$ cat src/rtl/instr_encoder.sv
// instr_encoder: assembles instruction words from field requests and streams them into instruction memory.
module instr_encoder #(
  parameter int ADDR_W = 8
) (
  input  logic              clk,
  input  logic              reset,
  input  logic              clear,
  input  logic              req_valid,
  output logic              req_ready,
  input  logic [2:0]        req_class,
  input  logic [4:0]        req_rs,
  input  logic [4:0]        req_rt,
  input  logic [4:0]        req_rd,
  input  logic [4:0]        req_shamt,
  input  logic [5:0]        req_funct,
  input  logic [15:0]       req_imm,
  input  logic [25:0]       req_target,
  output logic              mem_we,
  output logic [ADDR_W-1:0] mem_addr,
  output logic [31:0]       mem_wdata,
  input  logic              mem_ready,
  output logic [ADDR_W:0]   count,
  output logic              full,
  output logic              illegal,
  output logic              err_sticky
);
  typedef enum logic [1:0] {IDLE, HOLD, FULL} state_t;
  state_t state, state_n;
  logic [ADDR_W-1:0] addr;
  logic [31:0] enc;
  logic last, done, acc, legal;
  assign last = &addr;
  assign done = state == HOLD && mem_ready;
  assign req_ready = state == IDLE || (done && !last);
  assign acc = req_valid && req_ready;
  assign legal = req_class != 3'd7;
  assign mem_we = state == HOLD;
  assign mem_addr = addr;
  assign full = state == FULL;
  // class 7 (bgezal) falls through to the jsp encoding but is never registered
  always_comb
    enc = req_class == 3'd0 ? {6'b000000, req_rs, req_rt, req_rd, req_shamt, req_funct} :
          req_class == 3'd1 ? {6'b100011, req_rs, req_rt, req_imm} :
          req_class == 3'd2 ? {6'b101011, req_rs, req_rt, req_imm} :
          req_class == 3'd3 ? {6'b000100, req_rs, req_rt, req_imm} :
          req_class == 3'd4 ? {6'b010000, req_rs, req_rt, req_imm} :
          req_class == 3'd5 ? {6'b011011, req_target} :
                              {6'b010010, req_rs, 21'b0};
  always_comb
    state_n = done ? (last ? FULL : (acc && legal ? HOLD : IDLE)) :
              (state == IDLE && acc && legal) ? HOLD : state;
  always_ff @(posedge clk) begin
    if (reset || clear) begin
      state      <= IDLE;
      addr       <= '0;
      count      <= '0;
      mem_wdata  <= '0;
      illegal    <= 1'b0;
      err_sticky <= 1'b0;
    end else begin
      state <= state_n;
      if (done) count <= count + (ADDR_W+1)'(1);
      if (done && !last) addr <= addr + ADDR_W'(1);
      if (acc && legal) mem_wdata <= enc;
      illegal    <= acc && !legal;
      err_sticky <= err_sticky || (acc && !legal);
    end
  end
endmodule
$ cat config.mk
export PLATFORM = sky130hd
export DESIGN_NAME = instr_encoder
export DESIGN_NICKNAME = d
export VERILOG_FILES = /design/src/rtl/instr_encoder.sv
export SDC_FILE = /design/constraint.sdc
export NUM_CORES = 1
export LEC_CHECK = 0
export ABC_CLOCK_PERIOD_IN_PS = 2000
export BUFFER_PORTS_ARGS = -buffer_cell sky130_fd_sc_hd__clkbuf_2
export CAP_MARGIN = 20
export CORE_AREA = 2 2 79 89
export CTS_CLUSTER_DIAMETER = 200
export DETAILED_ROUTE_END_ITERATION = 16
export DIE_AREA = 0 0 81 91
export GPL_TIMING_DRIVEN = 0
export PLACE_DENSITY = 0.76
export SYNTH_ARGS = -nofsm -noshare
export SYNTH_HDL_FRONTEND = slang
export SYNTH_SLANG_ARGS = --single-unit
$ cat constraint.sdc
create_clock -name clk -period 2 [get_ports clk]
set_input_delay 0.2 -clock clk [delete_from_list [all_inputs] [get_ports clk]]
set_output_delay 0.2 -clock clk [all_outputs]
set_load 0.03 [all_outputs]
==> results of run 1 <==
[cells by family after synthesis]
| family | count (synthesis) | synth area share, % |
|---|---|---|
| xor+xnor | 10 | 2.937 |
| compound gates | 108 | 25.43 |
| fa+ha+maj | 2 | 0.8391 |
| flops | 53 | 35.59 |
| buf+inv | 37 | 6.714 |
| mux | 24 | 8.057 |
| simple gates | 106 | 20.44 |
[layer usage]
metal	part of all wire [%]	GRT usage, %	up-vias	wire length, um
met5	0	0	-	0
met1	41	26.28	1395	3374
met3	7.2	5.268	15	589
met4	1.9	7.203	0	158
met2	49	37.05	118	4037
li1	-	-	1523	-
[report_power, final]
| group | internal (mW) | switching, mW | total [mW] |
|---|---|---|---|
| sequential | 1.08 | 0.0177 | 1.10 |
| clock | 0.497 | 0.357 | 0.855 |
| combinational | 0.190 | 0.269 | 0.459 |
| total | 1.77 | 0.644 | 2.41 |
[through the flow]
stage	total power [mW]	cell area, sq um	hold slack (ns)
2_1_floorplan	1.416	2982	0.4219
3_3_place_gp	1.577	3725	0.4498
3_5_place_dp	1.584	3725	0.4587
4_1_cts	2.437	3859	0.2048
5_1_grt	2.515	3859	0.2333
6_report	2.414	3859	0.2129
[worst paths after layout]
kind | end | slack, ns | depth (start not counted)
min reg2reg | err_sticky | 0.49 | 2
min | mem_wdata[21] | 0.21 | 3
max | req_ready | 0.10 | 5
max reg2reg | mem_wdata[8] | 0.17 | 7
[flip-flops by register name, summed over array words and instances, names as in the netlist]
register,cells
count,9
state,2
err_sticky,1
mem_addr,8
illegal,1
mem_wdata,32
[synth_stat cells (2+ instances only)]
master    number  area, sq um
nor4_1         2        12.51
a21oi_1       29        145.1
a211oi_2      10        125.1
nand2_1       11        41.29
ha_1           2        25.02
buf_6          6        67.56
nor2_1        37        138.9
o211ai_1       8        60.06
nor4b_1       16        140.1
nor2b_1        5        31.28
nand4_4        2        42.54
mux2i_1       24        240.2
a211oi_1      27        202.7
and3_1         2        12.51
xor2_1         5        43.79
dfxtp_1       53         1061
and2_1         2        12.51
buf_2         10        50.05
nand3_1        8        40.04
nor3_1         6        30.03
o21a_1         2        15.01
o21ai_0       19        95.09
nand4_1        4        25.02
xnor2_1        5        43.79
clkbuf_1      13        48.80
a21boi_0       5        37.54
inv_1          6        22.52
[final cells by class]
type / instances / area (sq um)
fill: 620 / 2580
buffer: 31 / 177.7
sequential: 53 / 1061
timing repair buffer: 128 / 640.6
inverter: 6 / 22.52
clock buffer: 5 / 68.82
clock inverter: 3 / 65.06
tap: 82 / 102.6
multi-input combinational: 250 / 1720
[placed cells by master, fill, tap and decap left out, drive strengths merged]
master    n
nand4b    1
bufinv    2
xor2      5
nand2b    1
nand2    11
or2b      1
nor4b    16
nand3     8
o41ai     1
o311ai    1
clkinv    1
a21boi    5
xnor2     5
and3b     1
clkbuf  146
nand3b    1
a211oi   37
and2      3
or4       1
o21a      2
nor2b     5
mux2i    24
inv       6
o211a     1
or3       1
o32ai     1
o21ai    20
and3      2
o211ai    9
nor3      6
nand4     6
dfxtp    53
ha        2
nor2     38
o221a     1
nor4      2
a21oi    30
buf      18
or2       2
[critical path, delay by kind of cell, from the launching register on]
family / cells / cell delay, ns
AOI/OAI and AO/OA: 2 / 0.31
buffers and inverters: 1 / 0.19
and+or+nand+nor: 1 / 0.19
adders and majority gates: 1 / 0.29
DFF: 1 / 0.40
==> flow_metrics.env, run 1 <==
export IMPL_crit_type="reg2out"
export IMPL_avgRoutedWirePerCell_um=14.62
export IMPL_first_global_vias=2852
export IMPL_syn_num_nets=418
export IMPL_period_share_pct=94.76
export IMPL_setup_viol=0
export IMPL_root_buffer="clkbuf_8"
export IMPL_post_place_ws_ns=0.1863
export IMPL_vias_per_cell=5.468
export IMPL_drc=0
export IMPL_maxCapViolCount=0
export IMPL_min_from="req_target[21]"
export IMPL_cts_buffers=5
export IMPL_start_util_pct=46.31
export IMPL_antenna_found_initial=0
export IMPL_grt_pass1_wl_um=12920
export IMPL_die_area_sq_um=7371
export IMPL_htree_levels=2
export IMPL_cts_resized=0
export IMPL_period_needed_ns=1.895
export IMPL_grt_overflow_total=0
export IMPL_drt_first_pass_iters=5
export IMPL_port_buffer_count=128
export IMPL_hold_viol_final=0
export IMPL_clk_latency_ns=0.31
export IMPL_cts_setup_buffers=0
export IMPL_cp_arrival_ns=1.70
export IMPL_cp_cell_sequence="ha_1, nand4_4, o21ai_0, a21oi_1, clkbuf_2"
export IMPL_slowest_delay_ns=0.40
export IMPL_critical_path_max_fanout=9
export IMPL_ys_warn_count=0
export IMPL_power_density_nw_per_um2=625.7
export IMPL_dpl_cell_count=550
export IMPL_ios=130
export IMPL_worstPathRequired_ns=1.80
export IMPL_drive_above_1_share_pct=36.34
export IMPL_core_sq_um=6439
export IMPL_rsz0062_at_grt="false"
export IMPL_gp_congestion=0.8156
export IMPL_final_antenna_net_count=0
export IMPL_outcome="finished clean"
export IMPL_antenna_cells=0
export IMPL_nets=553
export IMPL_crit_path_top_delay_cell="dfxtp_1"
export IMPL_synth_edf_count=0
export IMPL_dieHeight_um=91
export IMPL_synthArstFlopShare_pct=0
export IMPL_grt_total_usage_pct=21.72
export IMPL_synth_flop_cell="dfxtp_1"
export IMPL_slew_viol_final=0
export IMPL_tightestPinTransition_ns=0.5433
export IMPL_hpwl_um=6368
export IMPL_fin_tns_setup_ns=0
export IMPL_utilization_pct=59.93
export IMPL_synth_distinct_cells=48
export IMPL_cp_end_kind="output pin"
export IMPL_max_slew_margin_rel_pct=63.78
export IMPL_syn_avg_cell_area_sq_um=8.769
export IMPL_syn_inst=340
export IMPL_cts_hold_buffers_added=0
export IMPL_rows=31
export IMPL_grt_max_degree=17
export IMPL_clockBufferDepth=2
export IMPL_area_growth_pct=29.42
export IMPL_hp_class="in2reg"
export IMPL_seq_area_frac_synth_pct=35.59
export IMPL_r2r_start="mem_addr[0]"
export IMPL_first_iter_violations=66
export IMPL_startpoint="mem_addr[0]"
export IMPL_p_leak_nw=1.702
export IMPL_layout_setup_ws_ns=0.1048
export IMPL_cts_tree="done"
export IMPL_clk_pin_slew_ns=0.10
export IMPL_peakVddDrop_mv=0.2959
export IMPL_layoutNonFillerInstCount=558
export IMPL_fmax_mhz=527.6
export IMPL_netlist_area_sq_um=2982
export IMPL_critPathLaunchType="register"
export IMPL_clock_sinks=53
export IMPL_fin_skew_ns=0.009692
export IMPL_synth_seq_cells=53
export IMPL_num_vias=3051
export IMPL_drt_total_wl_um=8160
export IMPL_die_w_um=81
Power figures use the tool's default switching activity.
==> inputs of run 2 (changes only) <==
--- a/config.mk
+++ b/config.mk
@@ -13,7 +13,7 @@
 export DETAILED_ROUTE_END_ITERATION = 16
 export DIE_AREA = 0 0 81 91
 export GPL_TIMING_DRIVEN = 0
-export PLACE_DENSITY = 0.76
+export PLACE_DENSITY = 0.78
 export SYNTH_ARGS = -nofsm -noshare
 export SYNTH_HDL_FRONTEND = slang
 export SYNTH_SLANG_ARGS = --single-unit
==> flow_metrics.env, run 2 (synthesis results as in run 1) <==
export IMPL_ios=130
export IMPL_fmax_mhz=528.7
export IMPL_max_slew_margin_rel_pct=62.55
export IMPL_clockBufferDepth=2
export IMPL_dpl_cell_count=550
export IMPL_crit_path_top_delay_cell="dfxtp_1"
export IMPL_use_met1_pct=26.70
export IMPL_start_util_pct=46.31
export IMPL_drive_above_1_share_pct=36.34
export IMPL_cts_buffers=5
export IMPL_maxCapViolCount=0
export IMPL_cp_end_kind="output pin"
export IMPL_first_global_vias=2997
export IMPL_dieHeight_um=91
export IMPL_critPathBufInv=1
export IMPL_slew_viol_final=0
export IMPL_top_usage_layer="met2"
export IMPL_root_buffer="clkbuf_8"
export IMPL_first_iter_violations=70
export IMPL_setup_viol=0
export IMPL_clock_sinks=53
export IMPL_period_share_pct=94.57
export IMPL_cts_tree="done"
export IMPL_hold_slack_ns=0.2141
export IMPL_cts_hold_buffers_added=0
export IMPL_use_met2_pct=40.84
export IMPL_num_vias=3077
export IMPL_antenna_cells=0
export IMPL_largest_reg_flops=32
export IMPL_utilization_pct=59.17
export IMPL_most_common_layout_cells="128 x clkbuf_2, 53 x dfxtp_1, 37 x nor2_1"
export IMPL_fin_skew_ns=0.006788
export IMPL_drt_first_pass_iters=4
export IMPL_grt_overflow_total=0
export IMPL_rows=31
export IMPL_cp_cell_sequence="ha_2, nand4_4, o21ai_0, a21oi_1, clkbuf_2"
export IMPL_path_delay_family="flip-flops"
export IMPL_r2r_slack_ns=0.14
export IMPL_final_antenna_net_count=0
export IMPL_core_sq_um=6439
export IMPL_met3_usage_pct=4.871
export IMPL_drc=0
export IMPL_antenna_found_initial=0
export IMPL_area_growth_pct=27.78
export IMPL_critical_path_max_fanout=9
export IMPL_clk_pin_slew_ns=0.09
export IMPL_critPathLaunchType="register"
export IMPL_die_w_um=81
export IMPL_period_needed_ns=1.891
export IMPL_hpwl_um=6567
export IMPL_port_buffer_count=128
export IMPL_nets=553
export IMPL_hp_class="in2reg"
export IMPL_peakVddDrop_mv=0.3108
export IMPL_cp_arrival_ns=1.69
export IMPL_clk_latency_ns=0.30
export IMPL_cts_setup_buffers=0
export IMPL_layoutNonFillerInstCount=558
export IMPL_grt_total_usage_pct=22.71
export IMPL_finalPower_mw=2.152
export IMPL_worstPathRequired_ns=1.80
export IMPL_gp_congestion=0.7799
export IMPL_slowest_delay_ns=0.44
export IMPL_final_common_cell="clkbuf_2"
export IMPL_cts_resized=0
export IMPL_largest_register="mem_wdata"
export IMPL_grt_pass1_wl_um=13530
export IMPL_hold_viol_final=0
export IMPL_drt_total_wl_um=8368
export IMPL_p_leak_nw=1.676
export IMPL_outcome="finished clean"
export IMPL_avgRoutedWirePerCell_um=15.00
export IMPL_htree_levels=2
export IMPL_power_density_nw_per_um2=565.0
export IMPL_tightestPinTransition_ns=0.5617
export IMPL_die_area_sq_um=7371
export IMPL_crit_type="reg2out"
export IMPL_grt_max_degree=16
export IMPL_vias_per_cell=5.514
[run 2: cell types whose count changed in the layout (fill, tap and decap cells not counted)]
cell,delta
bufinv_16,-2
clkbuf_1,+1
clkinv_2,+1
ha_1,-1
ha_2,+1
[run 2: final timing paths]
path                                startpoint            end  cells past startpoint
worst max-delay path               mem_addr[0]      req_ready                      5
worst min-delay path            req_target[22]  mem_wdata[22]                      3
worst max register to register     mem_addr[0]  mem_wdata[12]                      7
worst min register to register      err_sticky     err_sticky                      2
[run 2: cell type report]
type                    count  area (sq um)
fillers                   632          2629
multi-input cells         250          1723
flip-flops and latches     53          1061
repair buffers            128         640.6
plain buffers              31         177.7
well taps                  82         102.6
clock buffers               6         72.57
inverters                   6         22.52
clock inverters             2         10.01
[run 2: worst reg2reg max path: stages (launching register included)]
cell and delay [ns]:
dfxtp_1 0.44, ha_2 0.27, nand4_4 0.18, o211a_1 0.27, buf_2 0.18, buf_6 0.16
a21oi_1 0.16, a211oi_1 0.07
[run 2: stage by stage]
stage	setup slack, ns	area [sq um]	setup TNS [ns]
4_1_cts	0.09651	3807	0
5_1_grt	-0.009465	3810	-0.009465
3_3_place_gp	0.1964	3725	0
6_report	0.1085	3810	0
3_5_place_dp	0.1525	3725	0
2_1_floorplan	0.1301	2982	0
[run 2: power by group]
| part | internal, mW | switching, mW |
|---|---|---|
| clock | 0.244 | 0.348 |
| sequential | 1.08 | 0.0184 |
| combinational | 0.191 | 0.269 |
| total | 1.52 | 0.635 |
[run 2: metal layers]
layer,part of all wire [%],up-vias
met5,0,-
li1,-,1525
met2,52,104
met1,41,1443
met4,0.66,0
met3,6.7,5
==> inputs of run 3 (changes only) <==
--- a/config.mk
+++ b/config.mk
@@ -8,10 +8,10 @@
 export ABC_CLOCK_PERIOD_IN_PS = 2000
 export BUFFER_PORTS_ARGS = -buffer_cell sky130_fd_sc_hd__clkbuf_2
 export CAP_MARGIN = 20
-export CORE_AREA = 2 2 79 89
+export CORE_AREA = 10 10 87 97
 export CTS_CLUSTER_DIAMETER = 200
 export DETAILED_ROUTE_END_ITERATION = 16
-export DIE_AREA = 0 0 81 91
+export DIE_AREA = 0 0 97 107
 export GPL_TIMING_DRIVEN = 0
 export PLACE_DENSITY = 0.78
 export SYNTH_ARGS = -nofsm -noshare
==> constraint.sdc (replaced) <==
create_clock -name clk -period 2 [get_ports clk]
set_input_delay 0.1 -clock clk [delete_from_list [all_inputs] [get_ports clk]]
set_output_delay 0.1 -clock clk [all_outputs]
set_load 0.03 [all_outputs]
==> flow_metrics.env, run 3 (synthesis results as in run 1) <==
export IMPL_outcome="finished clean"
export IMPL_rsz0062_at_grt="false"
export IMPL_largest_register="mem_wdata"
export IMPL_port_buffer_count=128
export IMPL_avgRoutedWirePerCell_um=17.30
export IMPL_antenna_cells=0
export IMPL_first_iter_violations=129
export IMPL_p_leak_nw=1.688
export IMPL_r2r_cells=7
export IMPL_antenna_found_initial=0
export IMPL_peakVddDrop_mv=0.3581
export IMPL_cts_setup_buffers=0
export IMPL_drt_first_pass_iters=4
export IMPL_clk_pin_slew_ns=0.10
export IMPL_critPathLaunchType="register"
export IMPL_hpwl_um=7762
export IMPL_worstPathRequired_ns=2.17
export IMPL_hp_class="in2reg"
export IMPL_hold_path_cell_count=3
export IMPL_final_antenna_net_count=0
export IMPL_top_usage_layer="met2"
export IMPL_hold_viol_final=0
export IMPL_layout_setup_ws_ns=0.1804
export IMPL_met3_usage_pct=6.037
export IMPL_critical_path_max_fanout=10
export IMPL_cp_end_kind="register"
export IMPL_rows=31
export IMPL_cts_tree="done"
export IMPL_period_share_pct=90.98
export IMPL_dieHeight_um=107
export IMPL_clockBufferDepth=2
export IMPL_slew_viol_final=0
export IMPL_area_growth_pct=29.04
export IMPL_fin_tns_setup_ns=0
export IMPL_htree_levels=2
export IMPL_tightestPinTransition_ns=0.5359
export IMPL_grt_overflow_total=0
export IMPL_max_slew_margin_rel_pct=64.27
export IMPL_use_met2_pct=31.41
export IMPL_num_vias=3106
export IMPL_clock_sinks=53
export IMPL_clk_latency_ns=0.31
export IMPL_drive_above_1_share_pct=36.55
export IMPL_final_common_cell="clkbuf_2"
export IMPL_start_util_pct=46.03
export IMPL_gp_congestion=0.8103
export IMPL_period_needed_ns=1.820
export IMPL_post_place_ws_ns=0.1398
export IMPL_fmax_mhz=549.6
export IMPL_cts_hold_buffers_added=0
export IMPL_cts_resized=0
export IMPL_drt_total_wl_um=9655
export IMPL_die_area_sq_um=10380
export IMPL_ios=130
export IMPL_use_met1_pct=19.26
export IMPL_nets=553
export IMPL_grt_max_degree=17
export IMPL_first_global_vias=3309
export IMPL_power_density_nw_per_um2=606.0
export IMPL_utilization_pct=59.40
export IMPL_grt_pass1_wl_um=15730
export IMPL_vias_per_cell=5.566
export IMPL_setup_viol=0
export IMPL_num_fill_cells=614
export IMPL_cp_arrival_ns=1.99
export IMPL_grt_total_usage_pct=17.67
export IMPL_crit_type="reg2reg"
export IMPL_largest_reg_flops=32
export IMPL_fin_skew_ns=0.008755
export IMPL_cts_buffers=5
export IMPL_core_sq_um=6477
export IMPL_root_buffer="clkbuf_8"
export IMPL_die_w_um=97
export IMPL_maxCapViolCount=0
export IMPL_drc=0
export IMPL_most_common_layout_cells="128 x clkbuf_2, 53 x dfxtp_1, 37 x nor2_1"
run 3: changes by cell type in the layout (fill, tap and decap cells not counted):
cell        previous run  this run
clkbuf_1              14        13
clkbuf_8               5         6
bufinv_16              0         1
clkinv_2               2         0
clkinvlp_4             0         1
run 3: power breakdown:
group | total [mW] | switching [mW] | internal, mW
Sequential | 1.10 | 0.0186 | 1.08
Clock | 0.766 | 0.358 | 0.407
Combinational | 0.464 | 0.274 | 0.191
Total | 2.33 | 0.651 | 1.68
run 3: final timing paths:
path                   from             to  slack [ns]
max             mem_addr[0]  mem_wdata[21]        0.18
max reg2reg     mem_addr[0]  mem_wdata[21]        0.18
min reg2reg   mem_wdata[29]  mem_wdata[29]        0.51
min          req_target[25]  mem_wdata[25]        0.12
run 3: cell type report:
class	instances	area [sq um]	area share, %
Clock inverter	2	37.54	0.9756
Sequential cell	53	1061	27.58
Clock buffer	6	82.58	2.146
Inverter	6	22.52	0.5854
Multi-Input combinational cell	250	1723	44.78
Buffer	31	177.7	4.618
Tap cell	82	102.6	2.667
Timing Repair Buffer	128	640.6	16.65
run 3: metrics by stage:
step	total power, mW	instances	hold WS [ns]	area (sq um)
after detailed placement	1.590	550	0.4391	3725
after CTS	2.343	558	0.1143	3845
final	2.332	558	0.1178	3847
after global routing	2.424	558	0.1180	3847
after floorplan	1.416	340	0.3219	2982
after global placement	1.578	550	0.4249	3725
run 3: critical path: stages, from the launching register on:
cell	delay, ns
dfxtp_1	0.40
ha_2	0.26
nand4_4	0.20
o211a_1	0.27
buf_2	0.18
buf_6	0.16
a21oi_1	0.15
a211oi_1	0.07
run 3: per-layer routing:
layer	vias up	share of wire (%)	wire, um
met5	-	0	0
met4	0	1.2	114
met3	10	7.6	730
met2	108	50	4845
met1	1458	41	3965
li1	1530	-	-
